==> src/rtl/snn_pkg.sv <==
// Shared definitions for the spiking-network spike sequencer.
//   state_e   : controller FSM states
//   DEF_*     : default parameter values used by the top and the counter
//   sat_inc() : saturating increment of a counter value of a given bit width
package snn_pkg;

  typedef enum logic [2:0] {
    IDLE,
    FIRE,
    GAP,
    SETTLE,
    DONE
  } state_e;

  localparam int unsigned DEF_NUM_IN       = 2;
  localparam int unsigned DEF_NUM_BURST    = 4;
  localparam int unsigned DEF_GAP_CYC      = 2;
  localparam int unsigned DEF_SETTLE_CYC   = 5;
  localparam int unsigned DEF_STAGGER_LAST = 1;
  localparam int unsigned DEF_CNT_W        = 4;

  // Increment cnt, sticking at the all-ones value of a width-bit counter.
  function automatic logic [31:0] sat_inc(input logic [31:0] cnt, input int unsigned width);
    logic [31:0] max_val;
    max_val = (32'd1 << width) - 32'd1;
    return (cnt >= max_val) ? max_val : cnt + 32'd1;
  endfunction

endpackage

==> src/rtl/snn_spike_counter.sv <==
// Saturating spike counter.
//   clk, rst_n : clock, asynchronous active-low reset
//   clr        : synchronous clear (wins over en)
//   en         : count one spike this cycle
//   cnt        : registered count
//   cnt_nxt    : value cnt takes at the next edge (lets the parent latch a
//                result in the same cycle as the final increment)
module snn_spike_counter
  import snn_pkg::*;
#(
  parameter int unsigned CNT_W = DEF_CNT_W
) (
  input  logic             clk,
  input  logic             rst_n,
  input  logic             clr,
  input  logic             en,
  output logic [CNT_W-1:0] cnt,
  output logic [CNT_W-1:0] cnt_nxt
);

  logic [CNT_W-1:0] cnt_q;
  logic [CNT_W-1:0] cnt_d;

  always_comb begin
    // NOTE: default assignment first so every path drives cnt_d and no latch is inferred.
    cnt_d = cnt_q;
    if (clr) begin
      cnt_d = '0;
    end else if (en) begin
      cnt_d = CNT_W'(sat_inc(32'(cnt_q), CNT_W));
    end
  end

  // NOTE: non-blocking assignment so every flop samples pre-edge values.
  always_ff @(posedge clk or negedge rst_n) begin
    if (!rst_n) begin
      cnt_q <= '0;
    end else begin
      cnt_q <= cnt_d;
    end
  end

  assign cnt     = cnt_q;
  assign cnt_nxt = cnt_d;

endmodule

==> src/rtl/snn_spike_sequencer.sv <==
// Spike-train controller for a small spiking-neuron network.
// Accepts an input bit vector over valid/ready, fires NUM_BURST rounds of
// one-cycle spikes (bit=1 -> spk_p, bit=0 -> spk_n), each followed by GAP_CYC
// idle cycles, keeps counting for SETTLE_CYC more cycles, then presents the
// counted net_p/net_n spikes and a decided result bit until res_ready.
//   clk, rst_n          : clock, asynchronous active-low reset
//   abort               : return to IDLE from any busy state, no result
//   in_valid/in_ready   : request handshake, in_bits captured on it
//   spk_p, spk_n        : per-input positive/negative spikes to the network
//   net_p, net_n        : network output spikes being counted
//   res_valid/res_ready : result handshake
//   res_bit, res_none   : p_cnt > n_cnt, and both counts zero
//   res_p_cnt/res_n_cnt : saturated spike counts
//   busy                : controller not in IDLE
// Every output is a flop; outputs are computed from the next-state values.
module snn_spike_sequencer
  import snn_pkg::*;
#(
  parameter int unsigned NUM_IN       = DEF_NUM_IN,
  parameter int unsigned NUM_BURST    = DEF_NUM_BURST,
  parameter int unsigned GAP_CYC      = DEF_GAP_CYC,
  parameter int unsigned SETTLE_CYC   = DEF_SETTLE_CYC,
  parameter int unsigned STAGGER_LAST = DEF_STAGGER_LAST,
  parameter int unsigned CNT_W        = DEF_CNT_W
) (
  input  logic              clk,
  input  logic              rst_n,
  input  logic              abort,
  input  logic              in_valid,
  output logic              in_ready,
  input  logic [NUM_IN-1:0] in_bits,
  output logic [NUM_IN-1:0] spk_p,
  output logic [NUM_IN-1:0] spk_n,
  input  logic              net_p,
  input  logic              net_n,
  output logic              res_valid,
  input  logic              res_ready,
  output logic              res_bit,
  output logic              res_none,
  output logic [CNT_W-1:0]  res_p_cnt,
  output logic [CNT_W-1:0]  res_n_cnt,
  output logic              busy
);

  localparam int unsigned RND_W = $clog2(NUM_BURST + 1);
  localparam int unsigned GAP_W = $clog2(GAP_CYC + 1);
  localparam int unsigned SET_W = $clog2(SETTLE_CYC + 1);
  localparam int unsigned STG_W = $clog2(NUM_IN + 1);

  localparam logic [RND_W-1:0] LAST_RND   = RND_W'(NUM_BURST - 1);
  localparam logic [GAP_W-1:0] LAST_GAP   = GAP_W'(GAP_CYC - 1);
  localparam logic [SET_W-1:0] LAST_SET   = SET_W'(SETTLE_CYC - 1);
  localparam logic [STG_W-1:0] LAST_STG   = STG_W'(NUM_IN - 1);
  localparam bit               STAGGER_EN = (STAGGER_LAST != 0);

  // Control state
  state_e            state_q,  state_d;
  logic [RND_W-1:0]  round_q,  round_d;
  logic [GAP_W-1:0]  gap_q,    gap_d;
  logic [SET_W-1:0]  settle_q, settle_d;
  logic [STG_W-1:0]  stg_q,    stg_d;
  logic [NUM_IN-1:0] bits_q,   bits_d;

  // Registered outputs
  logic              in_ready_q,  in_ready_d;
  logic [NUM_IN-1:0] spk_p_q,     spk_p_d;
  logic [NUM_IN-1:0] spk_n_q,     spk_n_d;
  logic              res_valid_q, res_valid_d;
  logic              res_bit_q,   res_bit_d;
  logic              res_none_q,  res_none_d;
  logic [CNT_W-1:0]  res_p_cnt_q, res_p_cnt_d;
  logic [CNT_W-1:0]  res_n_cnt_q, res_n_cnt_d;
  logic              busy_q,      busy_d;

  logic              handshake;
  logic              load_res;
  logic              sample_en;
  logic              stagger_now;
  logic [NUM_IN-1:0] fire_mask;
  logic [CNT_W-1:0]  p_cnt, p_cnt_nxt;
  logic [CNT_W-1:0]  n_cnt, n_cnt_nxt;

  // Network outputs are observed only while a request is in flight; an
  // aborting cycle is not counted so the counters hold on abort.
  assign sample_en = ((state_q == FIRE) || (state_q == GAP) || (state_q == SETTLE)) && !abort;

  snn_spike_counter #(.CNT_W(CNT_W)) u_p_cnt (
    .clk     (clk),
    .rst_n   (rst_n),
    .clr     (handshake),
    .en      (net_p && sample_en),
    .cnt     (p_cnt),
    .cnt_nxt (p_cnt_nxt)
  );

  snn_spike_counter #(.CNT_W(CNT_W)) u_n_cnt (
    .clk     (clk),
    .rst_n   (rst_n),
    .clr     (handshake),
    .en      (net_n && sample_en),
    .cnt     (n_cnt),
    .cnt_nxt (n_cnt_nxt)
  );

  // Next-state logic
  always_comb begin
    state_d   = state_q;
    round_d   = round_q;
    gap_d     = gap_q;
    settle_d  = settle_q;
    stg_d     = stg_q;
    bits_d    = bits_q;
    handshake = 1'b0;
    load_res  = 1'b0;

    unique case (state_q)
      IDLE: begin
        // in_ready_q rather than the state alone: in_ready comes out of
        // reset low for one cycle and the handshake must match the port.
        if (in_ready_q && in_valid) begin
          handshake = 1'b1;
          bits_d    = in_bits;
          round_d   = '0;
          stg_d     = '0;
          state_d   = FIRE;
        end
      end
      FIRE: begin
        // The staggered last round stays in FIRE for one cycle per input.
        if (STAGGER_EN && (round_q == LAST_RND) && (stg_q != LAST_STG)) begin
          stg_d = stg_q + 1'b1;
        end else begin
          stg_d   = '0;
          gap_d   = '0;
          state_d = GAP;
        end
      end
      GAP: begin
        if (gap_q == LAST_GAP) begin
          if (round_q == LAST_RND) begin
            settle_d = '0;
            state_d  = SETTLE;
          end else begin
            round_d = round_q + 1'b1;
            state_d = FIRE;
          end
        end else begin
          gap_d = gap_q + 1'b1;
        end
      end
      SETTLE: begin
        if (settle_q == LAST_SET) begin
          state_d  = DONE;
          load_res = 1'b1;
        end else begin
          settle_d = settle_q + 1'b1;
        end
      end
      DONE: begin
        if (res_ready) begin
          state_d = IDLE;
        end
      end
      default: state_d = IDLE;
    endcase

    // Abort overrides everything, including res_ready and the result load.
    if (abort && (state_q != IDLE)) begin
      state_d  = IDLE;
      load_res = 1'b0;
    end
  end

  // Output logic, evaluated on the next state so the flops present it in
  // the cycle that state is active.
  always_comb begin
    stagger_now = STAGGER_EN && (round_d == LAST_RND);
    fire_mask   = '0;
    for (int i = 0; i < int'(NUM_IN); i++) begin
      if (state_d == FIRE) begin
        fire_mask[i] = !stagger_now || (stg_d == STG_W'(i));
      end
    end

    spk_p_d     = bits_d & fire_mask;
    spk_n_d     = ~bits_d & fire_mask;
    in_ready_d  = (state_d == IDLE);
    busy_d      = (state_d != IDLE);
    res_valid_d = (state_d == DONE);

    res_bit_d   = res_bit_q;
    res_none_d  = res_none_q;
    res_p_cnt_d = res_p_cnt_q;
    res_n_cnt_d = res_n_cnt_q;
    // Latch from the counters' next values so the last settle sample counts.
    if (load_res) begin
      res_p_cnt_d = p_cnt_nxt;
      res_n_cnt_d = n_cnt_nxt;
      res_bit_d   = (p_cnt_nxt > n_cnt_nxt);
      res_none_d  = (p_cnt_nxt == '0) && (n_cnt_nxt == '0);
    end
  end

  always_ff @(posedge clk or negedge rst_n) begin
    if (!rst_n) begin
      state_q     <= IDLE;
      round_q     <= '0;
      gap_q       <= '0;
      settle_q    <= '0;
      stg_q       <= '0;
      bits_q      <= '0;
      in_ready_q  <= 1'b0;
      spk_p_q     <= '0;
      spk_n_q     <= '0;
      res_valid_q <= 1'b0;
      res_bit_q   <= 1'b0;
      res_none_q  <= 1'b0;
      res_p_cnt_q <= '0;
      res_n_cnt_q <= '0;
      busy_q      <= 1'b0;
    end else begin
      state_q     <= state_d;
      round_q     <= round_d;
      gap_q       <= gap_d;
      settle_q    <= settle_d;
      stg_q       <= stg_d;
      bits_q      <= bits_d;
      in_ready_q  <= in_ready_d;
      spk_p_q     <= spk_p_d;
      spk_n_q     <= spk_n_d;
      res_valid_q <= res_valid_d;
      res_bit_q   <= res_bit_d;
      res_none_q  <= res_none_d;
      res_p_cnt_q <= res_p_cnt_d;
      res_n_cnt_q <= res_n_cnt_d;
      busy_q      <= busy_d;
    end
  end

  assign in_ready  = in_ready_q;
  assign spk_p     = spk_p_q;
  assign spk_n     = spk_n_q;
  assign res_valid = res_valid_q;
  assign res_bit   = res_bit_q;
  assign res_none  = res_none_q;
  assign res_p_cnt = res_p_cnt_q;
  assign res_n_cnt = res_n_cnt_q;
  assign busy      = busy_q;

endmodule
==> config.mk <==
export PLATFORM = sky130hd
export DESIGN_NAME = snn_spike_sequencer
export DESIGN_NICKNAME = d
export VERILOG_FILES = /design/src/rtl/snn_pkg.sv /design/src/rtl/snn_spike_counter.sv /design/src/rtl/snn_spike_sequencer.sv
export SDC_FILE = /design/constraint.sdc
export NUM_CORES = 1
export LEC_CHECK = 0
export CAP_MARGIN = 40
export CORE_MARGIN = 2
export CORE_UTILIZATION = 50
export CTS_BUF_LIST = sky130_fd_sc_hd__clkbuf_4 sky130_fd_sc_hd__clkbuf_8 sky130_fd_sc_hd__clkbuf_16
export DETAILED_ROUTE_END_ITERATION = 8
export PLACE_DENSITY_LB_ADDON = 0.25
export SYNTH_ARGS = -nofsm -noshare
export SYNTH_HDL_FRONTEND = slang
export SYNTH_HIERARCHICAL = 1
export SYNTH_SLANG_ARGS = --single-unit
==> constraint.sdc <==
create_clock -name clk -period 2.7 [get_ports clk]
set_clock_uncertainty 0.15 [all_clocks]
set_input_delay 0.81 -clock clk [delete_from_list [all_inputs] [get_ports clk]]
set_output_delay 0.81 -clock clk [all_outputs]
set_load 0.05 [all_outputs]
* Yosys cells after proc, flatten, opt, wreduce, memory -nomap -nowiden
Cells that the tools add are included.
** Storage, ports and cells
- Bits in registers :: 40
- Input bits :: 9
- Output and inout port bits :: 17
- Word-level logic and storage cells :: 107
** Cells by class
- Add/subtract/negate cells :: 6
- $lt $le $gt $ge :: 3
- Eq/ne operators :: 17
- Mux-type cells :: 37
- Bitwise logic cells :: 3
- Reductions and logical operators :: 24
** Operator list (count)
- 3-bit 2-to-1 mux :: 12
- 4-bit 2-to-1 mux :: 6
- 3-bit one-hot mux with 5 select lines :: 1
- 2-bit 2-to-1 mux :: 7
- 3-bit by 2-bit == test with 1-bit output, second input constant :: 4
- 3-bit one-hot mux with 2 select lines :: 2
- 3-bit == test, second input constant :: 3
- 4-bit by 1-bit adder with 4-bit output, second input constant :: 2
- 4-bit >= comparator, second input constant :: 2
- 4-bit logical NOT :: 2
- 2-bit one-hot mux with 2 select lines :: 2
- 1-bit logical AND :: 7
- 1-bit 2-to-1 mux :: 7
- 3-bit by 1-bit adder with 3-bit output, second input constant :: 2
- 3-bit by 1-bit == test with 1-bit output, second input constant :: 2
- 3-bit logical NOT :: 2
- 2-bit by 1-bit != test with 1-bit output, second input constant :: 3
- 2-bit != test, second input constant :: 3
- 3-bit nonzero test :: 2
- 2-bit by 1-bit adder with 2-bit output, second input constant :: 2
- 2-bit bitwise AND :: 2
- 2-bit by 1-bit == test with 1-bit output, second input constant :: 2
- 4-bit greater-than comparator :: 1
- 1-bit logical OR :: 4
- other kinds (6) :: 8

* Depth between registers and ports, before layout
Gate-level depths: netlist of run 1.
- Depth after elaboration :: 9
- Gate-level depth with buffers :: 13
- Gate-level depth less buffers :: 12

* By module
The synthesis of run 1 kept the hierarchy.
** By module, submodules not included
- snn_spike_sequencer :: instances 1, cells an instance 171, area each 1736.7 µm², sequential area each 800.8 µm²
- snn_spike_counter at u_p_cnt :: instances 1, cells an instance 18, area each 206.4 µm², sequential area each 100.1 µm²
- snn_spike_counter at u_n_cnt :: instances 1, cells an instance 18, area each 205.2 µm², sequential area each 100.1 µm²

* Worst setup path before layout of run 1
OpenSTA, ideal clock, no wires.
- Path type :: input to register
- Start :: in abort
- End :: reg res_bit_q (netlist: res_bit)
- Setup time :: 0.130 ns
- Arrival :: 2.633 ns
- Data required time :: 2.420 ns
- Slack :: -0.213 ns
- Stages on the path :: 11
- Path buffers :: 0
- Cell sequence :: nor2_1 > and3_1 > nor2_1 > a311oi_1 > inv_1 > ha_1 > nor2b_1 > o21a_1 > o21a_1 > o211ai_1 > o21ai_0
** On the way
- Word-level cells in the longest chain between the ends :: 6
- Elaborated cells on any way between the ends :: 11
- Classes of those cells :: order compare: 1; mux: 5; reduce/logical: 5
** Ends and longest elaborated chain
- start, declared :: line snn_spike_sequencer.sv:28 : input logic abort,
- 1-bit logical NOT :: line snn_spike_sequencer.sv:85 : assign sample_en = ((state_q == FIRE) || (state_q == GAP) || (state_q == SETTLE)) && !abort;
- 1-bit logical AND :: line snn_spike_sequencer.sv:85
- 1-bit logical AND :: line snn_spike_sequencer.sv:100 : .en (net_n && sample_en),
- 4-bit 2-to-1 mux :: line snn_spike_counter.sv:29 : end else if (en) begin
- 4-bit 2-to-1 mux :: line snn_spike_counter.sv:27 : if (clr) begin
- net n_cnt_nxt[1] :: line snn_spike_sequencer.sv:81 : logic [CNT_W-1:0] n_cnt, n_cnt_nxt;
- 4-bit greater-than comparator :: line snn_spike_sequencer.sv:199 : res_bit_d = (p_cnt_nxt > n_cnt_nxt);
- end signal, assigned :: line snn_spike_sequencer.sv:232 : res_bit_q <= res_bit_d;
- end, declared :: line snn_spike_sequencer.sv:69 : logic res_bit_q, res_bit_d;
The timed path passes the listed nets, and every way through them passes these cells.
A chain may end at the register's enable or synchronous reset.

* Worst setup path after layout of run 1
- Start :: in net_n
- End :: reg res_bit_q (netlist: res_bit)
** On the way
- Word-level cells in the longest chain between the ends :: 4
** Ends and longest elaborated chain
- start, declared :: line snn_spike_sequencer.sv:35 : input logic net_n,
- 1-bit logical AND :: line snn_spike_sequencer.sv:100
- 4-bit 2-to-1 mux :: line snn_spike_counter.sv:29
- 4-bit 2-to-1 mux :: line snn_spike_counter.sv:27
- net n_cnt_nxt[2] :: line snn_spike_sequencer.sv:81
- 4-bit greater-than comparator :: line snn_spike_sequencer.sv:199
The timed path passes the listed nets, and every way through them passes these cells.

==> results of run 1 <==
worst max-delay path by stage:
stage	start	to	slack, ps	depth (start not counted)
floorplan	in_valid	res_bit	-50	12
finish	net_n	res_bit	80	12
global placement	abort	res_bit	-550	12
CTS	abort	res_bit	8	12
detailed placement	abort	res_bit	-580	12
global route	in_valid	res_bit	-10	12
state kept, by name (all words and copies together), names as in the netlist:
register and flops:
in_ready 1, busy 1, res_p_cnt 4, spk_p 2, u_n_cnt/cnt 4, res_n_cnt 4, spk_n 2, gap_q 2
settle_q 3, res_none 1, bits_q 2, u_p_cnt/cnt 4, stg_q 2, state_q 3, round_q 3, res_valid 1
res_bit 1
cell usage after synthesis (all sizes together):
library cell,count,area share (%)
o21a,2,0.70
nand4,2,0.58
ha,11,6.4
nor3b,4,1.6
or2,1,0.29
or3,1,0.29
o31ai,1,0.35
inv,19,3.3
nand2b,4,1.2
nor4bb,2,1.6
o22a,1,0.41
and3,3,0.87
and2,2,0.58
nor2,12,2.1
o311a,1,0.47
and4b,2,0.99
a21boi,1,0.35
a31oi,4,1.9
clkinv,1,0.23
and4,3,1.3
nand3,7,1.6
dfrtp,40,47
buf,5,1.5
o21ai,10,2.3
and4bb,1,0.58
o41ai,1,0.41
a21oi,8,1.9
o21bai,2,0.70
nor3,7,1.6
a211o,1,0.41
mux2,9,4.7
a41oi,4,2.0
nand2,19,3.4
a211oi,3,1.7
nor2b,6,1.7
xnor2,1,0.41
nor4,2,0.58
o32a,1,1.0
o211ai,1,0.35
a311oi,2,0.82
timing repair:
action | in CTS | in global routing
gates resized for setup | 8 | 8
hold buffers | 0 | 0
pin swaps | 7 | 5
endpoints found under the setup margin | 1 | 1
buffers inserted | 8 | 1
worst min-delay path, cell delays in order, from the launching register on:
cell and delay, ps:
dfrtp_1 330, nand2_1 50, nand2_1 90
power groups by stage:
stage / clock network (µW) / logic (µW) / registers, µW
after CTS: 512 / 1250 / 848
after global routing: 528 / 1450 / 872
after floorplan: 0 / 664 / 1000
after detailed placement: 0 / 1190 / 857
final: 491 / 1300 / 849
after global placement: 0 / 1170 / 854
per-layer routing:
layer,track usage (%),up-vias,part of all wire [%]
met5,0,-,0
met4,5.88,0,0.97
met3,5.23,5,4.6
met2,30.6,37,44
met1,30.0,825,51
li1,-,864,-
area by class of cell:
class,count,area share [%]
Clock buffer,5,2.39
Tap cell,50,2.18
Timing Repair Buffer,57,16.6
Multi-Input combinational cell,142,39.5
Clock inverter,3,1.48
Sequential cell,40,34.8
Inverter,20,3.05
kinds of logic (layout without fill, tap and decap cells):
kind of cell             after synthesis  in the layout  share of synthesized area (%)
AND/OR/NAND/NOR                       78             78                           21.1
AO/OA/AOI/OAI                         43             43                           15.8
flip-flops                            40             40                           46.6
buffers and inverters                 25             85                           5.01
adder cells (fa/ha/maj)               11             11                           6.41
multiplexers                           9              9                           4.72
XOR/XNOR                               1              1                          0.408
metrics by stage:
stage          setup TNS, ps  instances
3_5_place_dp           -1670        300
4_1_cts                    0        316
3_3_place_gp           -1540        300
5_1_grt                -13.7        317
6_report                   0        317
2_1_floorplan          -54.0        207
==> flow_metrics.py, run 1 <==
metrics = {
    "status": {
        "status": "complete, no violations",
    },
    "power_and_ir_drop": {
        "p_clk_share_pct": 18.6,
        "power_frac_seq_pct": 32.1,
        "p_per_area_mw_per_mm2": 920,
        "p_leak_uw": 0.00134,
        "power.switching_uw": 1050,
        "swShare_pct": 39.6,
        "p_total_uw": 2640,
        "peakVddDrop_v": 0.000659,
        "power.internal_uw": 1600,
        "p_comb_share_pct": 49.3,
    },
    "floorplanning": {
        "start_util_pct": 52.9,
        "coreArea_mm2": 0.00406,
        "rows": 23,
        "num_io_pins": 26,
        "dieHeight_um": 69.6,
        "die_w_um": 69.6,
        "die-area_mm2": 0.00484,
    },
    "global_routing": {
        "grt_start_max_net_pins": 41,
        "grt_usage_pct": 20.6,
        "grt_first_pass_wirelength_um": 7990,
        "antenna_found_initial": 0,
        "grt_overflow": 0,
        "first_global_vias": 1698,
    },
    "final_layout": {
        "antenna_cells": 0,
        "final_nets": 286,
        "fillers": 300,
        "multiInputGateArea_mm2": 0.00113,
        "final_common_cell": "dfrtp_1",
        "layout_common_cells": "dfrtp_1 (40), buf_4 (32), clkdlybuf4s50_1 (20)",
        "drive_gt1_share_pct": 28.8,
        "fin_util_pct": 70.8,
        "register_area_mm2": 0.00100,
        "area_growth_pct": 33.8,
        "final_area_mm2": 0.00287,
    },
    "sta": {
        "period_share_pct": 97.2,
        "slew_viol_final": 0,
        "whs_ps": 349,
        "slew_headroom_pct": 66.1,
        "period_minus_slack_ps": 2620,
        "worst_pin_slew_ps": 507,
        "setup_viol": 0,
        "fmax_mhz": 381,
        "fin_ws_ps": 76.0,
        "hold_violations": 0,
    },
    "placement": {
        "gp_congestion": 0.870,
        "port_buffers": 25,
        "placed_area_mm2": 0.00265,
        "pre_cts_ws_ps": -580,
        "dpl.hpwl_um": 3170,
    },
    "critical_path": {
        "cp-end-kind": "register",
        "slowest_stage": "dlygate4sd2_1",
        "reg2reg_depth": 12,
        "cp_num_buf_inv": 4,
        "required_ps": 2740,
        "critPathKind": "input port to register",
        "cp_max_fo": 3,
        "worst-r2r-setup-slack_ps": 130,
        "worstPathArrival_ps": 2660,
        "r2r_start": "state_q[1]",
        "cp_top_family": "buffers and inverters",
        "cpPeakStageDelay_ps": 240,
        "cp_cell_sequence": "dlygate4sd2_1, and3_4, buf_4, buf_4, and4b_1, nor3_2, inv_1, ha_4, o21a_1, o21a_1, o211ai_1, o21ai_1",
        "startpoint_type": "input port",
        "timing.rr.end": "res_bit",
    },
    "clock_tree": {
        "clock_path_buffers": 2,
        "cts_num_sinks": 40,
        "clk_pin_slew_ps": 80,
        "numCtsBuffers": 5,
        "cts_tree": "done",
        "root_buffer": "clkbuf_8",
        "worstSkewPairLatency_ps": 300,
        "htreeDepth": 2,
    },
    "min_path": {
        "holdPathEnd": "bits_q[1]",
        "hp-class": "register to register",
        "whs_path_depth": 2,
        "hold_path.startpoint": "bits_q[1]",
    },
    "drt": {
        "drc": 0,
        "dr.pass1.iters": 6,
        "drt-total-wl_um": 4530,
        "wl_per_cell_um": 14.3,
        "drtIter0Drc": 92,
        "ant_nets": 0,
        "vias": 1731,
        "vias_per_cell": 5.46,
    },
    "synth": {
        "yosys_warnings": 6,
        "synth_cell_type_count": 49,
        "seq_area_frac_synth_pct": 46.6,
        "syn_area_mm2": 0.00215,
        "synth_seq_cells": 40,
        "syn_area_per_cell_um2": 10.4,
        "netlist_instances": 207,
        "synthesis.nets": 227,
    },
    "run": {
        "cap_violations": 0,
    },
}
Note: power is estimated with default switching activity, not from simulation.
==> run 2: changes to the inputs <==
--- a/config.mk
+++ b/config.mk
@@ -10,7 +10,7 @@
 export CORE_UTILIZATION = 50
 export CTS_BUF_LIST = sky130_fd_sc_hd__clkbuf_4 sky130_fd_sc_hd__clkbuf_8 sky130_fd_sc_hd__clkbuf_16
 export DETAILED_ROUTE_END_ITERATION = 8
-export PLACE_DENSITY_LB_ADDON = 0.25
+export PLACE_DENSITY = 0.78
 export SYNTH_ARGS = -nofsm -noshare
 export SYNTH_HDL_FRONTEND = slang
 export SYNTH_HIERARCHICAL = 1
==> run 2 against run 1 <==
Compared with the run above: critical path depth is 1 lower; clock power up 6.3%; via count is 4.4% higher; flip-flop and latch count unchanged; largest cell class unchanged; largest power group unchanged.
==> flow_metrics.py, run 2 (same netlist as run 1, synthesis figures left out) <==
metrics = {
    "floorplanning": {
        "coreArea_mm2": 0.00406,
        "die-area_mm2": 0.00484,
        "num_io_pins": 26,
        "start_util_pct": 52.9,
        "rows": 23,
        "die_w_um": 69.6,
        "dieHeight_um": 69.6,
    },
    "sta": {
        "setup_viol": 0,
        "fin_ws_ps": 120,
        "slew_headroom_pct": 65.0,
        "fmax_mhz": 388,
        "slew_viol_final": 0,
        "rsz0062_at_grt": "false",
        "hold_violations": 0,
        "period_minus_slack_ps": 2580,
        "whs_ps": 345,
        "worst_pin_slew_ps": 523,
        "final.setup.tns_ps": 0,
        "period_share_pct": 95.5,
    },
    "final_layout": {
        "final_common_cell": "dfrtp_1",
        "drive_gt1_share_pct": 31.7,
        "final_nets": 290,
        "antenna_cells": 0,
        "area_growth_pct": 38.0,
        "layout_common_cells": "dfrtp_1 (40), buf_4 (34), clkdlybuf4s50_1 (20)",
    },
    "clock_tree": {
        "root_buffer": "clkbuf_8",
        "htreeDepth": 2,
        "cts_num_sinks": 40,
        "cts_tree": "done",
        "worstSkewPairLatency_ps": 300,
        "clk_pin_slew_ps": 80,
        "numCtsBuffers": 5,
        "cts.hold.buffers_added": 0,
        "clock_path_buffers": 2,
    },
    "global_routing": {
        "antenna_found_initial": 0,
        "grt_start_max_net_pins": 41,
        "grt_overflow": 0,
        "first_global_vias": 1820,
        "grt_usage_pct": 23.1,
        "grt_first_pass_wirelength_um": 8850,
    },
    "run": {
        "cap_violations": 0,
    },
    "critical_path": {
        "required_ps": 2740,
        "worstPathArrival_ps": 2620,
        "cpPeakStageDelay_ps": 280,
        "critPathKind": "input port to register",
        "cp_cell_sequence": "clkdlybuf4s15_1, and3_4, buf_12, a311oi_4, inv_2, ha_4, nor2b_4, o21a_1, o21a_1, o211ai_1, o21ai_1",
        "cp_max_fo": 4,
        "startpoint_type": "input port",
        "cp_top_family": "compound AO/OA/AOI/OAI gates",
        "cp-end-kind": "register",
        "slowest_stage": "a311oi_4",
        "cpMostUsedCell": "o21a_1",
        "cp_num_buf_inv": 3,
        "worst-r2r-setup-slack_ps": 130,
    },
    "drt": {
        "wl_per_cell_um": 16.1,
        "vias": 1807,
        "vias_per_cell": 5.63,
        "drtIter0Drc": 107,
        "drc": 0,
        "ant_nets": 0,
        "drt-total-wl_um": 5180,
        "dr.pass1.iters": 4,
    },
    "min_path": {
        "hp-class": "register to register",
    },
    "placement": {
        "pre_cts_ws_ps": -599,
        "gp_congestion": 0.801,
        "port_buffers": 25,
        "dpl.hpwl_um": 3450,
    },
    "power_and_ir_drop": {
        "peakVddDrop_v": 0.000638,
        "p_leak_uw": 0.00138,
        "p_per_area_mw_per_mm2": 961,
    },
    "status": {
        "status": "complete, no violations",
    },
}
[run 2: cell types whose count changed in the layout (fill, tap and decap cells not counted), moves of 2 or more]
cell / previous run / this run
buf_4: 32 / 34
clkdlybuf4s15_1: 0 / 2
dlygate4sd2_1: 3 / 1
nor2_4: 1 / 3
[run 2: final timing paths]
kind | depth (start not counted) | to | from
max | 11 | res_bit | net_n
min | 2 | bits_q[1] | bits_q[1]
max reg2reg | 11 | res_bit | state_q[1]
min reg2reg | 2 | bits_q[1] | bits_q[1]
max in group asynchronous | 2 | res_valid | rst_n
min in group asynchronous | 2 | settle_q[0] | rst_n
[run 2: area by class of cell]
| cell class | instances | area (µm²) |
|---|---|---|
| Multi-Input combinational cell | 142 | 1170 |
| Fill cell | 284 | 1090 |
| Sequential cell | 40 | 1000 |
| Timing Repair Buffer | 61 | 526 |
| Inverter | 20 | 87.6 |
| Clock buffer | 6 | 82.6 |
| Tap cell | 50 | 62.6 |
| Clock inverter | 2 | 38.8 |
[run 2: what timing repair did]
action	4_1_cts	5_1_grt
endpoints found under the setup margin	2	2
pin swaps	10	10
gates resized for setup	19	7
buffers inserted	8	4
[run 2: per-stage QoR]
step,cell area [µm²],cells,util (%),power [µW]
after floorplan,2200,207,-,1670
after global placement,2650,301,65.4,2060
after detailed placement,2650,301,65.4,2090
after CTS,2910,317,71.8,2780
after global routing,2960,321,73.0,3030
final,2960,321,73.0,2850
[run 2: power by group]
part / internal (µW) / switching (µW)
combinational: 673 / 796
sequential: 743 / 113
clock: 302 / 220
[run 2: layer usage]
layer / share of wire [%] / global-route usage, % / up-vias
li1: - / - / 874
met1: 44 / 31.1 / 868
met2: 48 / 37.3 / 51
met3: 5.3 / 4.80 / 14
met4: 2.5 / 7.41 / 0
met5: 0 / 0 / -
[run 2: worst register-to-register path: stages, from the launching register on]
cell	delay (ps)
dfrtp_1	380
or2_1	290
and3_4	230
buf_12	130
a311oi_4	280
inv_2	80
ha_4	230
nor2b_4	120
o21a_1	170
o21a_1	180
o211ai_1	150
o21ai_1	90
==> run 3: changes to the inputs <==
--- a/config.mk
+++ b/config.mk
@@ -7,10 +7,11 @@
 export LEC_CHECK = 0
 export CAP_MARGIN = 40
 export CORE_MARGIN = 2
-export CORE_UTILIZATION = 50
+export CORE_UTILIZATION = 52
 export CTS_BUF_LIST = sky130_fd_sc_hd__clkbuf_4 sky130_fd_sc_hd__clkbuf_8 sky130_fd_sc_hd__clkbuf_16
 export DETAILED_ROUTE_END_ITERATION = 8
-export PLACE_DENSITY = 0.78
+export DONT_BUFFER_PORTS = 1
+export PLACE_DENSITY = 0.69
 export SYNTH_ARGS = -nofsm -noshare
 export SYNTH_HDL_FRONTEND = slang
 export SYNTH_HIERARCHICAL = 1
==> constraint.sdc (replaced) <==
create_clock -name clk -period 3.1 [get_ports clk]
set_clock_uncertainty 0.15 [all_clocks]
set_input_delay 0.93 -clock clk [delete_from_list [all_inputs] [get_ports clk]]
set_output_delay 0.93 -clock clk [all_outputs]
set_load 0.05 [all_outputs]
==> run 3 against run 2 <==
Compared with the run above: clock power down 19%; combinational power down 48%; routed wire length down 16%; clock-buffer cell count unchanged; hold slack worse by 170 ps; final area down 19%.
==> flow_metrics.py, run 3 (same netlist as run 1, synthesis figures left out) <==
metrics = {
    "global_routing": {
        "grt_first_pass_wirelength_um": 7330,
        "met1_usage_pct": 27.3,
        "grt_overflow": 0,
        "antenna_found_initial": 0,
        "grt-busiest-layer": "met2",
        "use_met2_pct": 34.6,
        "grt_start_max_net_pins": 41,
        "grt_usage_pct": 21.2,
        "met3_usage_pct": 4.77,
        "first_global_vias": 1597,
    },
    "critical_path": {
        "required_ps": 3120,
        "critPathKind": "input port to register",
        "worstPathArrival_ps": 2730,
        "startpoint_type": "input port",
        "cp_max_fo": 7,
        "cp-end-kind": "register",
    },
    "sta": {
        "hold_violations": 0,
        "fmax_mhz": 369,
        "period_share_pct": 87.4,
        "slew_viol_final": 0,
        "slew_headroom_pct": 67.2,
        "setup_viol": 0,
        "rsz0062_at_grt": "false",
        "final.setup.tns_ps": 0,
        "period_minus_slack_ps": 2710,
        "worst_pin_slew_ps": 492,
    },
    "status": {
        "status": "complete, no violations",
    },
    "clock_tree": {
        "cts.hold.buffers_added": 0,
        "ctsResizeCount": 0,
        "clk_pin_slew_ps": 80,
        "cts_tree": "done",
        "numCtsBuffers": 5,
        "cts_num_sinks": 40,
        "clock_path_buffers": 2,
        "cts_setup_buffers": 0,
        "worstSkewPairLatency_ps": 290,
        "htreeDepth": 2,
        "root_buffer": "clkbuf_8",
    },
    "power_and_ir_drop": {
        "power.internal_uw": 1230,
        "power_frac_seq_pct": 42.1,
        "peakVddDrop_v": 0.000447,
        "swShare_pct": 40.0,
        "p_leak_uw": 0.00115,
        "p_comb_share_pct": 37.1,
        "p_clk_share_pct": 20.8,
        "power.switching_uw": 819,
        "p_per_area_mw_per_mm2": 849,
    },
    "floorplanning": {
        "dieHeight_um": 68.3,
        "coreArea_mm2": 0.00400,
        "start_util_pct": 53.7,
        "num_io_pins": 26,
        "rows": 23,
        "die_w_um": 68.3,
        "die-area_mm2": 0.00466,
    },
    "final_layout": {
        "area_growth_pct": 12.2,
        "layout_common_cells": "dfrtp_1 (40), inv_1 (19), nand2_1 (18)",
        "final_nets": 245,
        "fillers": 338,
        "antenna_cells": 0,
        "final_common_cell": "dfrtp_1",
        "drive_gt1_share_pct": 20.8,
        "final_cells": 276,
    },
    "drt": {
        "drtIter0Drc": 76,
        "vias": 1642,
        "wl_per_cell_um": 15.8,
        "ant_nets": 0,
        "vias_per_cell": 5.95,
        "drt-total-wl_um": 4370,
        "drc": 0,
        "dr.pass1.iters": 4,
    },
    "placement": {
        "port_buffers": 0,
        "dpl.cell_count": 268,
        "dpl.hpwl_um": 3280,
        "gp_congestion": 0.835,
    },
    "run": {
        "cap_violations": 0,
    },
    "min_path": {
        "hp-class": "input port to async pin",
    },
}
[run 3: layout make-up]
cell class	count	area [µm²]	share of cell area, %
clock buffer	6	76.3	3.17
clock inverter	2	35.0	1.45
inverter	20	76.3	3.17
multi-input combinational	142	1040	43.1
sequential	40	1000	41.5
tap	50	62.6	2.59
timing repair buffer	16	120	4.98
[run 3: worst max-delay path, cell delays in order]
cell      delay, ps
nor2_1          160
and3_1          200
buf_4           150
a21oi_1          90
nor3_1          310
inv_1            80
ha_1            300
o21a_1          110
o21a_1          160
o211ai_1        140
o21ai_0         110
[run 3: metal layers]
layer | vias up | share of wire, %
met5 | - | 0
met4 | 0 | 1.9
met3 | 8 | 4.9
met2 | 43 | 48
met1 | 809 | 45
li1 | 782 | -
[run 3: final timing paths]
check | startpoint | end | slack (ps) | cells past startpoint
max reg2reg | state_q[1] | res_bit | 430 | 11
min | rst_n | res_valid | 170 | 0
max | abort | res_bit | 390 | 11
min in group clk | bits_q[1] | bits_q[1] | 340 | 2
min reg2reg | bits_q[1] | bits_q[1] | 340 | 2
max in group asynchronous | rst_n | spk_n[0] | 2530 | 0
[run 3: through the flow]
stage	area (µm²)	util [%]	power, µW	hold WS (ps)	worst slack (ps)
floorplan	2150	-	1410	304	67.2
global placement	2300	57.5	1590	320	136
detailed placement	2300	57.5	1630	327	104
CTS	2410	60.3	2060	168	395
global route	2410	60.3	2190	162	161
finish	2410	60.3	2050	174	390
[run 3: power groups by stage]
stage               logic [µW]  registers (µW)  clock network (µW)
floorplan                  538             873                   0
global placement           726             864                   0
CTS                        763             862                 437
global route               855             881                 454
detailed placement         760             871                   0
finish                     759             862                 425
